### src/rtl/pe_result_collector.sv
// pe_result_collector: tags PE rounder results and queues them toward writeback.
// Ports: clk/rst_n, PE side (pe_data_in, pe_rounder_valid, pe_round_number,
// keep_out), stream side (out_valid/out_ready/out_data/out_tag), status
// (fifo_count, overflow_err). Optional PE_RESULT_COLLECTOR_STATS_EN adds
// result_cnt and drop_cnt.
module pe_result_collector #(
  parameter  int para_int_bits  = 7,
  parameter  int para_frac_bits = 9,
  parameter  int DEPTH          = 8,
  parameter  int KEEP_MARGIN    = 3,
  localparam int DATA_W = para_int_bits + para_frac_bits,
  localparam int AW     = $clog2(DEPTH),
  localparam int CW     = AW + 1
) (
  input  logic              clk,
  input  logic              rst_n,
  input  logic [DATA_W-1:0] pe_data_in,
  input  logic              pe_rounder_valid,
  input  logic [3:0]        pe_round_number,
  output logic              keep_out,
  output logic              out_valid,
  input  logic              out_ready,
  output logic [DATA_W-1:0] out_data,
  output logic [3:0]        out_tag,
  output logic [CW-1:0]     fifo_count,
`ifdef PE_RESULT_COLLECTOR_STATS_EN
  output logic [15:0]       result_cnt,
  output logic [7:0]        drop_cnt,
`endif
  output logic              overflow_err
);

  logic              cap_valid;
  logic [3:0]        cap_tag;
  logic [DATA_W-1:0] mem_data [DEPTH];
  logic [3:0]        mem_tag  [DEPTH];
  logic [AW-1:0]     rd_ptr;
  logic [AW-1:0]     wr_ptr;
  logic [CW-1:0]     count;
  logic [CW-1:0]     count_next;
  logic              pop;
  logic              push_ok;
  logic              drop;

  assign out_valid  = (count != '0);
  assign out_data   = mem_data[rd_ptr];
  assign out_tag    = mem_tag[rd_ptr];
  assign fifo_count = count;

  assign pop     = out_valid && out_ready;
  // A full FIFO still accepts when the head leaves in the same cycle.
  assign push_ok = cap_valid && ((count < CW'(DEPTH)) || pop);
  assign drop    = cap_valid && !push_ok;

  always_comb begin
    count_next = count;
    unique case (1'b1)
      push_ok && !pop: count_next = count + CW'(1);
      pop && !push_ok: count_next = count - CW'(1);
      default:         count_next = count;
    endcase
  end

  // Data arrives one cycle after its valid/tag, so tag is delayed to match.
  always_ff @(posedge clk or negedge rst_n) begin
    if (!rst_n) begin
      cap_valid    <= 1'b0;
      cap_tag      <= '0;
      rd_ptr       <= '0;
      wr_ptr       <= '0;
      count        <= '0;
      keep_out     <= 1'b0;
      overflow_err <= 1'b0;
    end else begin
      cap_valid <= pe_rounder_valid;
      cap_tag   <= pe_round_number;
      count     <= count_next;
      // Margin absorbs results already inside the rounder pipeline.
      keep_out  <= (CW'(DEPTH) - count_next) <= CW'(KEEP_MARGIN);
      if (push_ok) wr_ptr <= wr_ptr + AW'(1);
      if (pop)     rd_ptr <= rd_ptr + AW'(1);
      if (drop)    overflow_err <= 1'b1;
    end
  end

  always_ff @(posedge clk or negedge rst_n) begin
    if (!rst_n) begin
      for (int i = 0; i < DEPTH; i++) begin
        mem_data[i] <= '0;
        mem_tag[i]  <= '0;
      end
    end else if (push_ok) begin
      mem_data[wr_ptr] <= pe_data_in;
      mem_tag[wr_ptr]  <= cap_tag;
    end
  end

`ifdef PE_RESULT_COLLECTOR_STATS_EN
  always_ff @(posedge clk or negedge rst_n) begin
    if (!rst_n) begin
      result_cnt <= '0;
      drop_cnt   <= '0;
    end else begin
      if (push_ok && result_cnt != 16'hFFFF)
        result_cnt <= result_cnt + 16'd1;
      if (drop && drop_cnt != 8'hFF)
        drop_cnt <= drop_cnt + 8'd1;
    end
  end
`endif

endmodule

### config.mk
export PLATFORM = sky130hd
export DESIGN_NAME = pe_result_collector
export DESIGN_NICKNAME = d
export VERILOG_FILES = /design/src/rtl/pe_result_collector.sv
export SDC_FILE = /design/constraint.sdc
export NUM_CORES = 1
export LEC_CHECK = 0
export BUFFER_PORTS_ARGS = -buffer_cell sky130_fd_sc_hd__buf_4
export CAP_MARGIN = 20
export CORE_MARGIN = 2
export CORE_UTILIZATION = 61
export DETAILED_ROUTE_END_ITERATION = 7
export GPL_ROUTABILITY_DRIVEN = 1
export HOLD_SLACK_MARGIN = 0.08
export PLACE_DENSITY_LB_ADDON = 0.08
export SLEW_MARGIN = 5
export SYNTH_ARGS = -nofsm -noshare
export SYNTH_HDL_FRONTEND = slang
export SYNTH_SLANG_ARGS = --single-unit
### constraint.sdc
create_clock -name clk -period 3.6 [get_ports clk]
set_clock_uncertainty 0.2 [all_clocks]
set_input_delay 0.54 -clock clk [delete_from_list [all_inputs] [get_ports clk]]
set_output_delay 0.54 -clock clk [all_outputs]
set_load 0.02 [all_outputs]
==> run metrics <==
kind of critical path=reg2reg; Core Rows=41; Final ANT Viol Nets=0; Leakage=0.00403 uW; Yosys reg bits=177; Post-CTS Setup Bufs=0; gpl congestion=approximately 0.74; n_diodes=0; Root Buffer=clkbuf_16; HP Class=in2reg; Seq/Total Area, Yosys=0.551; core area=0.0127 mm^2; # fillers=between 800 and 900; hold path start=pe_data_in[13]; H-tree depth=4; area growth from synthesis to layout=15.7%; Synth area leaders=dfrtp_1 55%, mux2_2 23%, mux4_2 11%; # clock sinks=between 150 and 200; post-synth net total=520; first-pass GRT wire length=26.6 mm; Crit Path Max Fanout=9; Internal Dissipation=6440 uW; DIE WIDTH=119 um; first-iteration detailed-routing DRC count=240; # setup viols final=0; crit path time final=3390 ps; DIE HEIGHT=about 120 um; Layout Utilization=0.731; CP startpoint kind=register; Final period util=0.942; fin. max-slew vios=0; Comb power frac=0.439; area of the multi-input gates=0.00345 mm^2; IO Count=51; most used cell, CP=ha_1; Initial Util=0.632; status=completed; Avg Cell Area, Syn=16.4 um^2; slowest stage delay, CP=roughly 630 ps; P_sw=3030 uW; Worst-Skew Late Latency=430 ps; CTS tree=yes; Setup TNS Final=0 ps; Peak VDD IR=0.000755 V; max-cap violations=0; slowest stage cell, crit path=or4b_2; DRC=0; RR Startpoint=fifo_count[0]; Initial DRT Pass Iterations=4; CTS resizes=0; dpl hpwl=between 10 and 15 mm; Cell Chain, Critical Path=or4_1, nand2_1, inv_1, ha_1, ha_1, or4b_2, o311ai_0, o211ai_1, mux2i_1; post-synth cell types=37; Worst-Margin Slew=697 ps; GRT overflow=0; worst path required time=3700 ps; Synth Cell Area=0.00804 mm^2; antenna violations before repair=0; share of cells above drive strength 1=0.587; post-place setup slack=between 200 and 300 ps; IO Port Bufs=50; Layout Cells excl Fill=~740; Net Sw Frac=0.320; unrepaired setup endpoints after global routing=no; Reg area=0.00443 mm^2; Yosys top cell by area=dfrtp_1; Critical Path Start=fifo_count[0]; YS warnings=0; Total GRT Usage=0.250; die area=0.0141 mm^2; total CTS buffers=17; placed instance count=698; final hold violation count=0; Longest Clk Path Bufs=2; post-synth top area share=0.551; part of the power in registers=0.377; Clock power frac=0.184; Mapped Cells=~500; max_slew headroom=0.534; pwr/cell area=1020 mW/mm^2; WL per Instance=21.9 um; wirelength, routed=about 16 mm; CP endpoint kind=register; nets=581; Max Clock Freq=0.295 GHz; DR vias=4408; vias in the first global route=between 4000 and 5000; largest net degree at the start of global routing=71; worst setup margin=209 ps; CTS hold repair buffers=6; CP Data Arrival Time=3490 ps; via/cell ratio=5.99; Clk pin slew, worst setup/hold paths=approximately 60 ps
-- metrics by stage --
step | power (uW) | area, um^2 | hold WS [ps]
after floorplan | 6490 | 8040 | 44.4
after global placement | 7530 | 8680 | 270
after detailed placement | 7750 | 8680 | 288
after CTS | 9560 | 9300 | 184
after global routing | 9990 | 9300 | 201
final | 9470 | 9300 | 205
-- cells in the mapped netlist, drive strengths merged --
master  number
nor3         1
dfrtp      177
nor2         3
a2111o       1
nand2b       2
or4          1
nor4         1
nand4b       1
nor2b        1
or2          1
nor3b        3
nand2        6
o21ai        1
mux2i        1
mux4        40
nand3        4
a21oi        4
xor2         1
nor4b        1
fa           1
o211ai       1
and2         1
mux2       183
o311ai       1
or4b         2
clkbuf       8
ha           5
o21bai       1
buf         24
xnor2        5
inv          6
nand4        2
-- flip-flops by register name, summed over array words and instances, names as in the netlist --
| signal | flops |
|---|---|
| cap_tag | 4 |
| cap_valid | 1 |
| fifo_count | 4 |
| keep_out | 1 |
| mem_data | 128 |
| mem_tag | 32 |
| overflow_err | 1 |
| rd_ptr | 3 |
| wr_ptr | 3 |
-- cells in the final DEF (no fill, tap or decap), drive strengths merged --
cell         count
a2111o           1
a21oi            4
and2             1
buf             68
bufinv           1
clkbuf          23
clkinv           4
clkinvlp         3
dfrtp          177
dlygate4sd3      6
fa               1
ha               5
inv              7
mux2           183
mux2i            1
mux4            40
nand2            6
nand2b           2
nand3            4
nand4            2
nand4b           1
nor2             3
nor2b            1
nor3             1
nor3b            3
nor4             1
nor4b            1
o211ai           1
o21ai            1
o21bai           1
o311ai           1
or2              1
or4              1
or4b             2
xnor2            5
xor2             1
-- metal layers --
layer / vias up / global-route usage / routed length (um)
li1: 1938 / - / -
met2: 90 / 0.396 / 7940
met1: 2353 / 0.347 / 7390
met3: 27 / 0.0555 / 503
met4: 0 / 0.0796 / 317
met5: - / 0 / 0
-- cells by family after synthesis --
logic type	count (synthesis)	synth area share
xor+xnor	6	0.00654
buf+inv	38	0.0224
simple gates	30	0.0230
flops	177	0.551
mux	224	0.379
fa+ha+maj	6	0.0103
compound gates	9	0.00747
-- worst max-delay path, delay by kind of cell, from the launching register on --
| kind | cells | cell delay, ps |
|---|---|---|
| fa+ha+maj | 2 | 690 |
| flops | 1 | 470 |
| simple gates | 3 | 1400 |
| compound gates | 2 | 300 |
| mux | 1 | 150 |
| buf+inv | 1 | 60 |
-- layout make-up --
type                            instances  share of cell area
Inverter                                6             0.00242
Tap cell                              172              0.0231
Clock buffer                           23              0.0514
Sequential cell                       177               0.477
Multi-Input combinational cell        275               0.371
Timing Repair Buffer                   74              0.0671
Clock inverter                          9             0.00874
-- power by group through the flow --
stage | sequential, uW | clock, uW | combinational, uW
after floorplan | 3350 | 0 | 3140
after global placement | 3490 | 0 | 4050
after detailed placement | 3580 | 0 | 4170
after CTS | 3560 | 1780 | 4210
after global routing | 3690 | 1860 | 4440
final | 3570 | 1740 | 4160
-- path summary, 6_finish.rpt --
kind	to	slack (ps)	cells after the start
max reg2reg	keep_out	210	9
max in group asynchronous	mem_data[117]	1840	3
min in group asynchronous	mem_data[51]	510	2
max	keep_out	210	9
min	mem_data[125]	210	2
min reg2reg	mem_data[27]	300	1
No activity file was read; power rests on OpenSTA's default activity.
